## config.mk

```make
export PLATFORM = sky130hd
export DESIGN_NAME = mips_multicycle_ctrl
export DESIGN_NICKNAME = d
export VERILOG_FILES = /design/src/rtl/mips_mc_pkg.sv /design/src/rtl/mips_multicycle_ctrl_output_decode.sv /design/src/rtl/mips_multicycle_ctrl.sv
export SDC_FILE = /design/constraint.sdc
export NUM_CORES = 1
export LEC_CHECK = 0
export BUFFER_PORTS_ARGS = -buffer_cell sky130_fd_sc_hd__buf_2
export CORE_UTILIZATION = 42
export CTS_CLUSTER_SIZE = 12
export DETAILED_ROUTE_END_ITERATION = 8
export PLACE_DENSITY = 0.74
export SYNTH_ARGS = -nofsm -noshare
export SYNTH_HDL_FRONTEND = slang
export SYNTH_HIERARCHICAL = 1
export SYNTH_SLANG_ARGS = --single-unit
```

## constraint.sdc

```tcl
create_clock -name clk -period 1.4 [get_ports clk]
set_clock_uncertainty 0.1 [all_clocks]
set_input_delay 0.07 -clock clk [delete_from_list [all_inputs] [get_ports clk]]
set_output_delay 0.07 -clock clk [all_outputs]
set_load 0.02 [all_outputs]
```

## src/rtl/mips_mc_pkg.sv

```systemverilog
`default_nettype none
// ============================================================================
//  Module      : mips_mc_pkg
//  Description : Shared types and constants for the multi-cycle MIPS main
//                control FSM: state encoding, opcodes, ALUOp codes, datapath
//                select codes and the control-word struct.
//  Revision    : 1.0 - initial release
// ============================================================================
package mips_mc_pkg;

  // Controller states; the three spare 4-bit codes are treated as unreachable
  typedef enum logic [3:0] {
    S_IDLE     = 4'd0,
    S_FETCH    = 4'd1,
    S_DECODE   = 4'd2,
    S_MEMADR   = 4'd3,
    S_MEMREAD  = 4'd4,
    S_MEMWB    = 4'd5,
    S_MEMWRITE = 4'd6,
    S_EXECUTE  = 4'd7,
    S_ALUWB    = 4'd8,
    S_BRANCH   = 4'd9,
    S_ADDIEXEC = 4'd10,
    S_ADDIWB   = 4'd11,
    S_JUMP     = 4'd12
  } state_e;

  // Opcode field values
  localparam logic [5:0] OP_RTYPE = 6'b000000;
  localparam logic [5:0] OP_LW    = 6'b100011;
  localparam logic [5:0] OP_SW    = 6'b101011;
  localparam logic [5:0] OP_BEQ   = 6'b000100;
  localparam logic [5:0] OP_ADDI  = 6'b001000;
  localparam logic [5:0] OP_J     = 6'b000010;

  // ALUOp codes understood by the ALU function decoder
  localparam logic [1:0] ALUOP_ADD   = 2'b00;
  localparam logic [1:0] ALUOP_SUB   = 2'b01;
  localparam logic [1:0] ALUOP_FUNCT = 2'b10;

  // ALU B operand select
  localparam logic [1:0] SRCB_B       = 2'b00;
  localparam logic [1:0] SRCB_FOUR    = 2'b01;
  localparam logic [1:0] SRCB_IMM     = 2'b10;
  localparam logic [1:0] SRCB_IMM_SH2 = 2'b11;

  // PC source select
  localparam logic [1:0] PCSRC_ALU    = 2'b00;
  localparam logic [1:0] PCSRC_ALUOUT = 2'b01;
  localparam logic [1:0] PCSRC_JUMP   = 2'b10;

  // Full control word; pc_write and branch are combined into pc_en at the top
  typedef struct packed {
    logic       iord;
    logic       mem_write;
    logic       ir_write;
    logic       reg_dst;
    logic       mem_to_reg;
    logic       reg_write;
    logic       alu_src_a;
    logic [1:0] alu_src_b;
    logic [1:0] alu_op;
    logic [1:0] pc_src;
    logic       pc_write;
    logic       branch;
    logic       illegal_op;
    logic       instr_done;
  } ctrl_t;

  // True when the opcode is one the controller knows how to sequence
  function automatic logic op_is_legal(input logic [5:0] op, input logic addi_en);
    logic legal;
    legal = 1'b0;
    case (op)
      OP_RTYPE, OP_LW, OP_SW, OP_BEQ, OP_J: legal = 1'b1;
      OP_ADDI:                              legal = addi_en;
      default:                              legal = 1'b0;
    endcase
    return legal;
  endfunction

endpackage : mips_mc_pkg
`default_nettype wire

```

## src/rtl/mips_multicycle_ctrl_output_decode.sv

```systemverilog
`default_nettype none
// ============================================================================
//  Module      : mc_output_decode
//  Description : Purely combinational state -> control-word decoder for the
//                multi-cycle MIPS controller. Only the documented handshake
//                gates (mem_ready in FETCH/MEMWRITE) and the illegal-opcode
//                flag in DECODE look at anything besides the state.
//  Revision    : 1.0 - initial release
// ============================================================================
module mc_output_decode
  import mips_mc_pkg::*;
#(
  parameter int unsigned ENABLE_ADDI = 1
) (
  input  state_e     state,
  input  logic [5:0] op,
  input  logic       mem_ready,
  output ctrl_t      ctrl
);

  // Decode the control word; every field defaults to 0 so unlisted outputs stay low
  always_comb begin
    ctrl = '0;
    case (state)
      S_FETCH: begin
        ctrl.alu_src_b = SRCB_FOUR;
        ctrl.alu_op    = ALUOP_ADD;
        ctrl.pc_src    = PCSRC_ALU;
        // IR and PC only update once the instruction word has actually arrived
        ctrl.ir_write  = mem_ready;
        ctrl.pc_write  = mem_ready;
      end
      S_DECODE: begin
        ctrl.alu_src_b  = SRCB_IMM_SH2;
        ctrl.alu_op     = ALUOP_ADD;
        ctrl.illegal_op = ~op_is_legal(op, ENABLE_ADDI != 0);
      end
      S_MEMADR: begin
        ctrl.alu_src_a = 1'b1;
        ctrl.alu_src_b = SRCB_IMM;
        ctrl.alu_op    = ALUOP_ADD;
      end
      S_MEMREAD: begin
        ctrl.iord = 1'b1;
      end
      S_MEMWB: begin
        ctrl.mem_to_reg = 1'b1;
        ctrl.reg_write  = 1'b1;
        ctrl.instr_done = 1'b1;
      end
      S_MEMWRITE: begin
        ctrl.iord       = 1'b1;
        ctrl.mem_write  = 1'b1;
        ctrl.instr_done = mem_ready;
      end
      S_EXECUTE: begin
        ctrl.alu_src_a = 1'b1;
        ctrl.alu_src_b = SRCB_B;
        ctrl.alu_op    = ALUOP_FUNCT;
      end
      S_ALUWB: begin
        ctrl.reg_dst    = 1'b1;
        ctrl.reg_write  = 1'b1;
        ctrl.instr_done = 1'b1;
      end
      S_BRANCH: begin
        ctrl.alu_src_a  = 1'b1;
        ctrl.alu_src_b  = SRCB_B;
        ctrl.alu_op     = ALUOP_SUB;
        ctrl.pc_src     = PCSRC_ALUOUT;
        ctrl.branch     = 1'b1;
        ctrl.instr_done = 1'b1;
      end
      S_ADDIEXEC: begin
        ctrl.alu_src_a = 1'b1;
        ctrl.alu_src_b = SRCB_IMM;
        ctrl.alu_op    = ALUOP_ADD;
      end
      S_ADDIWB: begin
        ctrl.reg_write  = 1'b1;
        ctrl.instr_done = 1'b1;
      end
      S_JUMP: begin
        ctrl.pc_src     = PCSRC_JUMP;
        ctrl.pc_write   = 1'b1;
        ctrl.instr_done = 1'b1;
      end
      default: ctrl = '0;
    endcase
  end

endmodule : mc_output_decode
`default_nettype wire

```

## src/rtl/mips_multicycle_ctrl.sv

```systemverilog
`default_nettype none
// ============================================================================
//  Module      : mips_multicycle_ctrl
//  Description : Main control FSM of the multi-cycle MIPS datapath. Holds the
//                state register and next-state logic, waits on the memory
//                ready handshake, and forms pc_en from pc_write/branch/zero.
//  Revision    : 1.0 - initial release
// ============================================================================
module mips_multicycle_ctrl
  import mips_mc_pkg::*;
#(
  parameter int unsigned USE_MEM_READY = 1,
  parameter int unsigned ENABLE_ADDI   = 1
) (
  input  logic       clk,
  input  logic       rst_n,
  input  logic [5:0] op,
  input  logic       zero,
  input  logic       mem_ready,
  output logic       iord,
  output logic       mem_write,
  output logic       ir_write,
  output logic       reg_dst,
  output logic       mem_to_reg,
  output logic       reg_write,
  output logic       alu_src_a,
  output logic [1:0] alu_src_b,
  output logic [1:0] alu_op,
  output logic [1:0] pc_src,
  output logic       pc_en,
  output logic       illegal_op,
  output logic       instr_done
);

  state_e state_q;
  state_e state_d;
  logic   mem_rdy;
  ctrl_t  ctrl;

  // Zero-wait builds tie the handshake high so every access completes at once
  generate
    if (USE_MEM_READY != 0) begin : g_mem_ready_honour
      assign mem_rdy = mem_ready;
    end else begin : g_mem_ready_ignore
      assign mem_rdy = 1'b1;
    end
  endgenerate

  // Next-state logic; spare encodings recover to FETCH
  always_comb begin
    state_d = state_q;
    case (state_q)
      S_IDLE:  state_d = S_FETCH;
      S_FETCH: if (mem_rdy) state_d = S_DECODE;
      S_DECODE: begin
        case (op)
          OP_LW, OP_SW: state_d = S_MEMADR;
          OP_RTYPE:     state_d = S_EXECUTE;
          OP_BEQ:       state_d = S_BRANCH;
          OP_J:         state_d = S_JUMP;
          OP_ADDI:      state_d = (ENABLE_ADDI != 0) ? S_ADDIEXEC : S_FETCH;
          default:      state_d = S_FETCH;
        endcase
      end
      S_MEMADR:   state_d = (op == OP_LW) ? S_MEMREAD : S_MEMWRITE;
      S_MEMREAD:  if (mem_rdy) state_d = S_MEMWB;
      S_MEMWRITE: if (mem_rdy) state_d = S_FETCH;
      S_EXECUTE:  state_d = S_ALUWB;
      S_ADDIEXEC: state_d = S_ADDIWB;
      S_MEMWB, S_ALUWB, S_BRANCH, S_ADDIWB, S_JUMP: state_d = S_FETCH;
      default:    state_d = S_FETCH;
    endcase
  end

  // State register; reset drops straight to IDLE even mid-instruction
  always_ff @(posedge clk or negedge rst_n) begin
    if (!rst_n) begin
      state_q <= S_IDLE;
    end else begin
      state_q <= state_d;
    end
  end

  mc_output_decode #(
    .ENABLE_ADDI (ENABLE_ADDI)
  ) u_output_decode (
    .state     (state_q),
    .op        (op),
    .mem_ready (mem_rdy),
    .ctrl      (ctrl)
  );

  assign iord       = ctrl.iord;
  assign mem_write  = ctrl.mem_write;
  assign ir_write   = ctrl.ir_write;
  assign reg_dst    = ctrl.reg_dst;
  assign mem_to_reg = ctrl.mem_to_reg;
  assign reg_write  = ctrl.reg_write;
  assign alu_src_a  = ctrl.alu_src_a;
  assign alu_src_b  = ctrl.alu_src_b;
  assign alu_op     = ctrl.alu_op;
  assign pc_src     = ctrl.pc_src;
  assign illegal_op = ctrl.illegal_op;
  assign instr_done = ctrl.instr_done;

  // branch is only ever set in BRANCH, so zero matters only there
  assign pc_en = ctrl.pc_write | (ctrl.branch & zero);

endmodule : mips_multicycle_ctrl
`default_nettype wire

```

==> flow_metrics.py, run 1 <==
metrics = {
    "pwr": {
        "p_int_uw": 1140,
        "switching_power_uw": 1030,
        "cellPowerDensity_nw_per_um2": 1962,
        "peakVddDrop_mv": 1.162,
        "seqPwrFrac_pct": 10.6,
        "combPwrFrac_pct": 82.9,
        "power.leakage_uw": 0.0005271,
        "clock_power_share_pct": 6.4,
        "swShare_pct": 47.45,
    },
    "floorplan": {
        "rows": 13,
        "die_w_um": 40.44,
        "io_pins": 26,
        "fp.dieH_um": 40.44,
        "start_util_pct": 46.53,
        "core-area_um2": 1334,
        "die-area_um2": 1635,
    },
    "finish": {
        "diodes": 0,
        "largest_register": "state_q",
        "area_growth_pct": 78.23,
        "stdcell_area_um2": 1106,
        "largest_reg_flops": 4,
        "largestRegisters": "state_q (4)",
        "drive_above_1_share_pct": 60.80,
        "final_nets": 137,
    },
    "routing": {
        "detail-route-antenna-nets": 0,
        "route.detailed.drc": 0,
        "first_pass_iters": 4,
        "vias": 834,
        "routedWlPerCell_um": 16.80,
        "via_per_inst": 5.957,
        "wl_mm": 2.352,
        "initialDrtViolationCount": 22,
    },
    "synthesis": {
        "synthArstFlopShare_pct": 100.0,
        "post-synth-top-count-cell": "nor2_1",
        "seq_area_frac_synth_pct": 16.13,
        "yosysWarnings": 6,
        "synth_cell_types": 40,
        "ys_ff_latch": 4,
        "postSynthCellCount": 81,
        "synth_edf_count": 0,
        "synth_flop_cell": "dfrtp_1",
        "synthTopCellsByCount": "nor2_1 (11), a21oi_1 (7)",
        "synthTopCellsByArea": "dfrtp_1 (16%), nor2_1 (6.7%), a21oi_1 (5.6%)",
        "synth_top_area_cell": "dfrtp_1",
        "synth_area_um2": 620.6,
        "syn_nets": 91,
        "syn_area_per_cell_um2": 7.662,
        "synth_top_area_share_pct": 16.13,
    },
    "sta": {
        "fmax_ghz": 0.6291,
        "rsz0062_at_grt": "true",
        "period_minus_slack_ps": 1590,
        "slew_viol_final": 0,
        "finalCritPeriodShare_pct": 113.5,
        "finalSetupViolCount": 18,
        "setup_ws_ps": -189.7,
        "hold_slack_ps": 79.33,
        "hold_violations": 0,
        "max_slew_margin_pct": 79.35,
        "tightest_slew_ps": 307.8,
    },
    "status": {
        "violations": "setup timing",
        "outcome": "finished, violations left",
    },
    "place": {
        "gp_congestion": 0.9055,
        "io_buffers": 25,
        "hpwl_mm": 1.236,
        "dpl_cell_area_um2": 790.8,
    },
    "setup_path": {
        "critPathLaunchType": "flop",
        "crit_path_max_fanout": 3,
        "required_ps": 1450,
        "arrival_ps": 1640,
        "critPathCaptureType": "flop",
        "crit_type": "reg -> reg",
    },
    "grt": {
        "grt.total_usage_pct": 24.94,
        "grt_pass1_vias": 590,
        "antenna_found_initial": 0,
        "grt_max_degree": 10,
        "grt_pass1_wl_mm": 2.704,
        "grt.overflow.total": 0,
    },
    "clock_tree": {
        "cts_made_buffers": 3,
        "clock-sinks": 4,
        "cts-root-buf": "clkbuf_4",
        "path_clk_slew_ps": 40,
        "clock_path_buffers": 2,
        "cts_max_level": 1,
        "clk_latency_ps": 230,
        "tritoncts": "built",
    },
    "min_path": {
        "hold_path.class": "in -> async",
    },
    "job": {
        "drv_cap": 0,
    },
}
==> worst max-delay path: stages, from the launching register on <==
cell and delay (ps):
dfrtp_1 390, buf_4 140, or4b_4 530, a21oi_2 140, a21oi_1 60, o21ai_1 150
==> cells by family (layout without fill, tap and decap cells) <==
kind of cell             after synthesis  count (layout)  share of synthesized area [%]
buffers and inverters                 11              55                          11.89
multiplexers                           1               1                          1.613
AND/OR/NAND/NOR                       40              40                          40.52
adder cells (fa/ha/maj)                1               1                          1.814
flip-flops                             4               4                          16.13
AO/OA/AOI/OAI                         22              22                          25.20
XOR/XNOR                               2               2                          2.823
==> layout make-up <==
type	count	area (um^2)
multi-input combinational	66	565.5
sequential	4	102.6
timing repair buffer	48	381.6
inverter	4	15.01
clock buffer	3	22.52
fill	75	227.7
tap	15	18.77
==> metal layers <==
layer / wire (um) / track usage [%] / part of all wire (%) / vias to the layer above
li1: - / - / - / 389
met1: 860 / 30.13 / 37 / 406
met2: 1316 / 43.65 / 56 / 31
met3: 99 / 3.333 / 4.2 / 8
met4: 76 / 10.00 / 3.2 / 0
met5: 0 / 0 / 0 / -
==> timing repair <==
| item | CTS | global route |
|---|---|---|
| setup buffers | 6 | 7 |
| pin swaps | 3 | 8 |
| hold endpoints to repair | 4 | 0 |
| setup endpoints to repair | 17 | 20 |
| resized for setup | 26 | 23 |
| gates cloned | 0 | 0 |
| hold buffers | 1 | 0 |
==> placed cells by master (no fill, tap or decap), drive strengths merged, types with 4 or more instances in the layout <==
master  count
nand2b      5
nor2       11
nor3        4
buf        46
a21oi       7
dfrtp       4
inv         4
nand2       4
==> worst paths after layout <==
| path | depth (start not counted) | slack (ps) | from | end |
|---|---|---|---|---|
| min in group clk | 3 | 200 | mem_ready | state_q[0] |
| max in group asynchronous | 2 | 990 | rst_n | state_q[0] |
| worst min-delay path | 2 | 80 | rst_n | state_q[2] |
| worst min register to register | 2 | 620 | state_q[1] | state_q[3] |
| worst max register to register | 5 | -190 | state_q[2] | state_q[1] |
| worst max-delay path | 5 | -190 | state_q[2] | state_q[1] |
==> power by group through the flow <==
stage	combinational [uW]	sequential (uW)	clock (uW)
after floorplan	897	215	0
after global placement	1150	216	0
after detailed placement	1170	219	0
after CTS	1470	229	149
after global routing	1910	238	154
final	1800	231	140
==> per-stage QoR <==
stage / setup TNS (ps) / cells / utilization (%) / power (uW) / worst slack, ps
floorplan: -47.92 / 81 / - / 1111 / -47.92
global placement: -12.70 / 123 / 59.29 / 1361 / -12.70
detailed placement: -82.13 / 123 / 59.29 / 1393 / -60.99
CTS: -984.5 / 133 / 71.95 / 1844 / -140.5
global route: -2788 / 140 / 82.93 / 2298 / -250.6
finish: -1581 / 140 / 82.93 / 2170 / -189.7
Note: power is estimated with default switching activity, not from simulation.
==> inputs of run 2 (changes only) <==
CORE_UTILIZATION = 37   (was 42)
PLACE_DENSITY = 0.67   (was 0.74)
==> run 2 against run 1 <==
The run still ends with setup timing left. First-iteration DRC count rose by 14%. Sequential power up 5%. Critical path depth shrank 1. Sequential share of layout area up 0.23 points. Clock-buffer cell count unchanged. Fmax down 0.40%. Core utilization fell by 13 points. Setup slack lost 6.5 ps. Largest cell class unchanged.
==> flow_metrics.py, run 2 (same netlist as run 1, synthesis figures left out) <==
metrics = {
    "status": {
        "outcome": "finished, violations left",
        "violations": "setup timing",
    },
    "grt": {
        "grt_max_degree": 9,
        "antenna_found_initial": 0,
        "grt_pass1_wl_mm": 3.001,
        "grt.overflow.total": 0,
        "grt.total_usage_pct": 21.08,
        "grt_pass1_vias": 665,
    },
    "sta": {
        "rsz0062_at_grt": "true",
        "hold_slack_ps": 73.93,
        "fmax_ghz": 0.6265,
        "tightest_slew_ps": 281.7,
        "finalSetupViolCount": 18,
        "period_minus_slack_ps": 1596,
        "setup_ws_ps": -196.2,
        "slew_viol_final": 0,
        "finalCritPeriodShare_pct": 114.0,
        "hold_violations": 0,
        "max_slew_margin_pct": 80.97,
        "setup_tns_ps": -1485,
    },
    "routing": {
        "initialDrtViolationCount": 25,
        "route.detailed.drc": 0,
        "via_per_inst": 5.613,
        "detail-route-antenna-nets": 0,
        "routedWlPerCell_um": 15.12,
        "vias": 769,
        "first_pass_iters": 4,
        "wl_mm": 2.072,
    },
    "clock_tree": {
        "path_clk_slew_ps": 30,
        "clock-sinks": 4,
        "clk_latency_ps": 230,
        "cts_max_level": 1,
        "cts-root-buf": "clkbuf_4",
        "cts_made_buffers": 3,
        "tritoncts": "built",
        "clock_path_buffers": 2,
    },
    "setup_path": {
        "arrival_ps": 1430,
        "crit_type": "reg -> out",
        "reg2reg_depth": 5,
        "required_ps": 1230,
        "critPathCaptureType": "output pin",
        "critPathLaunchType": "flop",
        "crit_path_max_fanout": 5,
    },
    "place": {
        "io_buffers": 25,
        "hpwl_mm": 1.149,
        "gp_congestion": 0.8046,
        "dpl_cell_area_um2": 807.0,
    },
    "pwr": {
        "finalPower_uw": 2143,
        "power.leakage_uw": 0.0004746,
        "cellPowerDensity_nw_per_um2": 1985,
        "peakVddDrop_mv": 1.080,
    },
    "floorplan": {
        "fp.dieH_um": 42.96,
        "rows": 14,
        "die_w_um": 42.96,
        "die-area_um2": 1845,
        "core-area_um2": 1541,
        "start_util_pct": 40.26,
        "io_pins": 26,
    },
    "finish": {
        "diodes": 0,
        "largest_register": "state_q",
        "drive_above_1_share_pct": 61.16,
        "largestRegisters": "state_q (4)",
        "final_common_cell": "buf_6",
        "layout_common_cells": "buf_6 (17), buf_4 (15), buf_2 (11)",
        "final_nets": 133,
        "stdcell_area_um2": 1080,
        "largest_reg_flops": 4,
        "area_growth_pct": 73.99,
    },
    "min_path": {
        "hold_path.class": "in -> async",
    },
    "job": {
        "drv_cap": 0,
    },
}
[run 2: changes by cell type in the layout (fill, tap and decap cells not counted), moves of 2 or more]
cell / previous run / this run
nor3_4: 2 / 0
nand2b_4: 2 / 4
buf_6: 11 / 17
nor2_2: 4 / 2
nor2_1: 7 / 4
nand2b_2: 2 / 0
nor4_4: 3 / 0
buf_4: 24 / 15
nor4_2: 0 / 3
nor2_4: 0 / 5
nand2_2: 0 / 2
[run 2: per-layer routing]
metal	global-route usage [%]	wire length [um]
met1	26.03	869
met2	37.27	1158
met3	2.979	45
met4	6.667	0
met5	0	0
[run 2: path summary, 6_finish.rpt]
check	from	to	slack (ps)
min in group clk	op[5]	state_q[0]	160
worst max-delay path	state_q[2]	illegal_op	-200
worst min register to register	state_q[0]	state_q[1]	640
worst max register to register	state_q[1]	state_q[2]	-80
worst min-delay path	rst_n	state_q[1]	70
max in group asynchronous	rst_n	state_q[0]	1000
[run 2: final cells by class]
type,instances,area (um^2)
timing repair buffer,44,369.1
fill,119,461.7
clock buffer,3,22.52
inverter,4,15.01
multi-input combinational,66,550.5
sequential,4,102.6
tap,16,20.02
[run 2: power breakdown]
part	internal, uW	switching, uW
sequential	165	77.6
combinational	883	882
clock	95.4	40.1
total	1140	999
[run 2: what timing repair did]
action | in CTS | in global routing
pin swaps | 6 | 9
hold buffers | 1 | 0
gates cloned | 1 | 0
buffers inserted | 5 | 1
setup endpoints to repair | 19 | 20
gates resized for setup | 32 | 26
hold endpoints to repair | 4 | 0
[run 2: through the flow]
step | utilization, % | setup WS (ps) | cells
global placement | 52.35 | -35.66 | 126
global route | 70.05 | -272.2 | 137
finish | 70.05 | -196.2 | 137
detailed placement | 52.35 | -33.56 | 126
floorplan | - | -47.92 | 81
CTS | 63.47 | -179.6 | 136
[run 2: critical path, stage by stage (launching register included)]
cell and delay, ps:
dfrtp_1 410, buf_4 170, buf_4 150, a2111oi_4 270
buf_4 200
